`src/rtl/gray_pkg.sv`:
```
// Shared types and helpers for the Gray-code decode path.
// Helpers work on a wide vector; callers zero-extend narrower codes.
package gray_pkg;

    localparam int MAX_W = 32;

    typedef enum logic {
        EMPTY,
        TRACK
    } state_e;

    // Zero-extended upper bits decode to zero, so any width <= MAX_W works.
    function automatic logic [MAX_W-1:0] gray2bin(
        input logic [MAX_W-1:0] g
    );
        logic [MAX_W-1:0] b;
        b[MAX_W-1] = g[MAX_W-1];
        for (int i = MAX_W - 2; i >= 0; i--) begin
            b[i] = b[i+1] ^ g[i];
        end
        return b;
    endfunction

    function automatic int unsigned popcount(
        input logic [MAX_W-1:0] v
    );
        int unsigned n;
        n = 0;
        for (int i = 0; i < MAX_W; i++) begin
            n = n + 32'(v[i]);
        end
        return n;
    endfunction

endpackage

```
`src/rtl/gray_to_binary.sv`:
```
// Combinational Gray-to-binary converter of parameterised width.
// Used as the stage-2 decoder inside the tracker.
module gray_to_binary
    import gray_pkg::*;
#(
    parameter int WIDTH = 4
) (
    input  logic [WIDTH-1:0] g,
    output logic [WIDTH-1:0] b
);

    always_comb begin
        b = WIDTH'(gray2bin(MAX_W'(g)));
    end

endmodule

```
`src/rtl/gray_to_binary_tracker.sv`:
```
// Two-stage Gray sample tracker: decode, modular delta and
// illegal multi-bit step detection with a saturating error count.
module gray_to_binary_tracker
    import gray_pkg::*;
#(
    parameter int WIDTH = 4,
    parameter int ERR_W = 8
) (
    input  logic             clk,
    input  logic             rst,
    input  logic             clear,
    input  logic             in_valid,
    input  logic [WIDTH-1:0] G,
    output logic [WIDTH-1:0] B,
    output logic             out_valid,
    output logic             first,
    output logic [WIDTH-1:0] delta,
    output logic             step_err,
    output logic [ERR_W-1:0] err_count
);

    state_e state_q, state_d;

    logic [WIDTH-1:0] g_s1_q, g_s1_d;
    logic             v_s1_q, v_s1_d;
    logic [WIDTH-1:0] prev_g_q, prev_g_d;
    logic [WIDTH-1:0] prev_b_q, prev_b_d;
    logic [WIDTH-1:0] b_q, b_d;
    logic [WIDTH-1:0] delta_q, delta_d;
    logic             first_q, first_d;
    logic             step_err_q, step_err_d;
    logic             out_valid_q, out_valid_d;
    logic [ERR_W-1:0] err_count_q, err_count_d;

    logic [WIDTH-1:0] b_conv;
    logic             multi_bit;

    gray_to_binary #(
        .WIDTH(WIDTH)
    ) u_conv (
        .g(g_s1_q),
        .b(b_conv)
    );

    assign multi_bit = popcount(MAX_W'(g_s1_q ^ prev_g_q)) > 1;

    // Stage 1 capture; a clear drops the concurrent input.
    always_comb begin
        v_s1_d = in_valid && !clear;
        g_s1_d = in_valid ? G : g_s1_q;
    end

    always_ff @(posedge clk or posedge rst) begin
        if (rst) begin
            state_q <= EMPTY;
        end else begin
            state_q <= state_d;
        end
    end

    always_comb begin
        state_d = state_q;
        if (clear) begin
            state_d = EMPTY;
        end else if (v_s1_q) begin
            state_d = TRACK;
        end
    end

    always_comb begin
        b_d         = b_q;
        delta_d     = delta_q;
        prev_g_d    = prev_g_q;
        prev_b_d    = prev_b_q;
        err_count_d = err_count_q;
        out_valid_d = 1'b0;
        first_d     = 1'b0;
        step_err_d  = 1'b0;
        if (clear) begin
            err_count_d = '0;
        end else if (v_s1_q) begin
            out_valid_d = 1'b1;
            b_d         = b_conv;
            prev_g_d    = g_s1_q;
            prev_b_d    = b_conv;
            unique case (state_q)
                EMPTY: begin
                    first_d = 1'b1;
                    delta_d = '0;
                end
                TRACK: begin
                    delta_d    = b_conv - prev_b_q;
                    step_err_d = multi_bit;
                    if (multi_bit && err_count_q != '1) begin
                        err_count_d = err_count_q + ERR_W'(1);
                    end
                end
                default: ;
            endcase
        end
    end

    always_ff @(posedge clk or posedge rst) begin
        if (rst) begin
            g_s1_q      <= '0;
            v_s1_q      <= 1'b0;
            prev_g_q    <= '0;
            prev_b_q    <= '0;
            b_q         <= '0;
            delta_q     <= '0;
            first_q     <= 1'b0;
            step_err_q  <= 1'b0;
            out_valid_q <= 1'b0;
            err_count_q <= '0;
        end else begin
            g_s1_q      <= g_s1_d;
            v_s1_q      <= v_s1_d;
            prev_g_q    <= prev_g_d;
            prev_b_q    <= prev_b_d;
            b_q         <= b_d;
            delta_q     <= delta_d;
            first_q     <= first_d;
            step_err_q  <= step_err_d;
            out_valid_q <= out_valid_d;
            err_count_q <= err_count_d;
        end
    end

    assign B         = b_q;
    assign delta     = delta_q;
    assign first     = first_q;
    assign step_err  = step_err_q;
    assign out_valid = out_valid_q;
    assign err_count = err_count_q;

endmodule

```
`config.mk`:
```
export PLATFORM = sky130hd
export DESIGN_NAME = gray_to_binary_tracker
export DESIGN_NICKNAME = d
export VERILOG_FILES = /design/src/rtl/gray_pkg.sv /design/src/rtl/gray_to_binary.sv /design/src/rtl/gray_to_binary_tracker.sv
export SDC_FILE = /design/constraint.sdc
export NUM_CORES = 1
export LEC_CHECK = 0
export ABC_AREA = 1
export ABC_CLOCK_PERIOD_IN_PS = 4900
export CORE_MARGIN = 3
export CORE_UTILIZATION = 55
export CTS_BUF_LIST = sky130_fd_sc_hd__clkbuf_4
export DETAILED_ROUTE_END_ITERATION = 7
export PLACE_DENSITY = 0.8
export SYNTH_ARGS = -nofsm -noshare
export SYNTH_HDL_FRONTEND = slang
export SYNTH_SLANG_ARGS = --single-unit
```
`constraint.sdc`:
```
create_clock -name clk -period 4.9 [get_ports clk]
set_input_delay 0.49 -clock clk [delete_from_list [all_inputs] [get_ports clk]]
set_output_delay 0.49 -clock clk [all_outputs]
set_load 0.05 [all_outputs]
```
==> run summary <==
most common cell after layout, fill and taps aside: nand2_1
Area growth, synth to finish: 20.39%
cts bufs inserted: 3
unrepaired setup endpoints after global routing: no
final WL: 3044 µm
Layout fillers: 199
Clock Skew: 0.01663 ns
routed vias: 1257
Peak VDD IR: 0.0003031 V
Finished Core Util: 0.7118
Final Hold Vio Count: 0
Die Height: 58.08 µm
worst-skew pair later-pin latency: 0.33 ns
number of global-route vias before repair: 1215
first-pass detailed-route iteration total: 4
Yosys cell types: 24
nets: 225
Routed Antenna Nets: 0
Gate power share: 0.367
Tot Pwr: 597.0 µW
Clk pin slew, worst setup/hold paths: 0.16 ns
Cell Int Power: 362.4 µW
Setup TNS Final: 0 ns
clock share of power: 0.163
switching part of the total: 0.3931
Initial Util: 0.5913
max-cap violation count: 0
root buffer cell: clkbuf_4
Via density: 5.238
CP Data Required Time: 5.18 ns
crit path time final: 2.164 ns
Yosys reg bits: 28
largest net degree at the start of global routing: 29
antenna cells: 0
leakage: 0.0008683 µW
CTS Hold Bufs: 0
Die Span X: 58.08 µm
Worst-Margin Slew: 1.030 ns
drt wl/cell: 12.68 µm
Post-Syn Area: 1491 µm²
net switching power: 234.7 µW
FMAX: 462.0 MHz
Sink Count: 28
WP data arrival: 2.44 ns
register share of total power: 0.469
Die Area: 3373 µm²
Final HPWL DP: 2305 µm
CTS Buffer Depth: 2
htree depth: 1
Avg Cell Area, Syn: 8.106 µm²
crit-path max cell delay: 0.44 ns
DRC: 0
register area share after synthesis: 0.4698
Global Route Usage Sum: 0.1969
DRT iter0 DRCs: 55
CORE AREA: 2522 µm²
IO Pins: 27
Cell Pwr Density: 332.5 nW/µm²
period utilization: 0.4417
grt total ovfl: 0
type of element launching the critical path: flop
CP Cell Sequence: inv_1 -> nand2_1 -> nand2_1 -> nand2_1 -> nand2_2 -> nand2_1 -> nand2_1 -> inv_1 -> ha_1 -> fa_1 -> xor2_1 -> o21ai_1
layout cells sized above 1: 0.06667
Cells after Synth: 184
Buf+Inv Stages, Crit Path: 2
Hold WC Path Type: flop to flop
Setup Crit Path Kind: flop to flop
first-pass GRT wire length: 5168 µm
cell repeated most along the worst path: nand2_1
critical path's slowest cell: dfrtp_1
most frequent cells in the layout: 57 x nand2_1, 28 x dfrtp_1, 26 x clkdlybuf4s50_1
final slew viol count: 0
cts repair resizes: 0
initial antenna violation count: 0
Mapped Nets: 198
Crit path max-delay family: simple AND/OR/NAND/NOR gates
Port Buffers: 26
Synth Warn #: 0
GP Congestion: 0.7983
status: finished clean
CP Capture Type: flop
crit path max fanout: 4
Final Setup Violations: 0
CTS tree: built
postcts setup bufs: 0
Max transition margin: 0.3125
Core Rows: 18
[metrics by stage]
| stage | setup slack, ns | std cells | instance area [µm²] | hold slack (ns) |
|---|---|---|---|---|
| detailed placement | 2.773 | 236 | 1769 | 0.4499 |
| global route | 2.565 | 240 | 1795 | 0.4907 |
| CTS | 2.735 | 240 | 1795 | 0.4714 |
| global placement | 2.887 | 236 | 1769 | 0.4542 |
| floorplan | 3.083 | 184 | 1491 | 0.4261 |
| finish | 2.736 | 240 | 1795 | 0.4677 |
[metal layers]
layer | part of all wire | wire length, µm | global-route usage | up-vias
met3 | 0.068 | 207 | 0.04232 | 4
met2 | 0.48 | 1474 | 0.3355 | 42
met4 | 0.0085 | 26 | 0.04636 | 0
met5 | 0 | 0 | 0 | -
met1 | 0.44 | 1335 | 0.2561 | 594
li1 | - | - | - | 617
[power by group through the flow]
| stage | Sequential [µW] | Clock, µW | Combinational, µW |
|---|---|---|---|
| 6_report | 280 | 97.6 | 219 |
| 5_1_grt | 284 | 108 | 240 |
| 4_1_cts | 280 | 101 | 221 |
| 3_5_place_dp | 284 | 0 | 221 |
| 3_3_place_gp | 282 | 0 | 211 |
| 2_1_floorplan | 334 | 0 | 102 |
[cell usage after synthesis (all sizes together)]
cell	number	share of area
xor2	5	0.029
clkbuf	2	0.0050
a21o	1	0.0050
nand3	17	0.065
o21ai	13	0.044
nor2	21	0.065
inv	22	0.055
ha	4	0.034
xnor2	2	0.012
nand2	62	0.17
fa	2	0.027
o21bai	1	0.0050
a21oi	1	0.0034
nand3b	1	0.0050
buf	2	0.0084
dfrtp	28	0.47
[area by class of cell]
class                   instances  area, µm²  area share
clock buffers                   3      22.52     0.01254
clock inverters                 1      3.754    0.002091
inverters                      22      82.58     0.04599
multi-input cells             130      688.2      0.3833
flip-flops and latches         28      700.7      0.3902
well taps                      30      37.54     0.02091
repair buffers                 26      260.3      0.1449
[cells by family (layout without fill, tap and decap cells)]
kind of cell	count (synthesis)	after routing	synth area share
flops	28	28	0.4698
simple gates	101	101	0.3029
buf+inv	26	52	0.06879
xor+xnor	7	7	0.04111
compound gates	16	16	0.05705
fa+ha+maj	6	6	0.06041
[path summary, 6_finish.rpt]
| path | start | to | slack, ns | cells past startpoint |
|---|---|---|---|---|
| worst max register to register | g_s1_q[2] | delta[2] | 2.74 | 12 |
| min in group asynchronous | rst | prev_g_q[0] | 0.68 | 2 |
| worst min register to register | state_q | first | 0.47 | 1 |
| worst max-delay path | g_s1_q[2] | delta[2] | 2.74 | 12 |
| worst min-delay path | state_q | first | 0.47 | 1 |
| max in group asynchronous | rst | err_count[6] | 3.59 | 2 |
[state kept, by name, summed over array words and instances, names as in the netlist, 3 cells and up]
signal	count
B	3
delta	4
err_count	8
g_s1_q	4
prev_g_q	4
(Power assumes the default switching activity.)
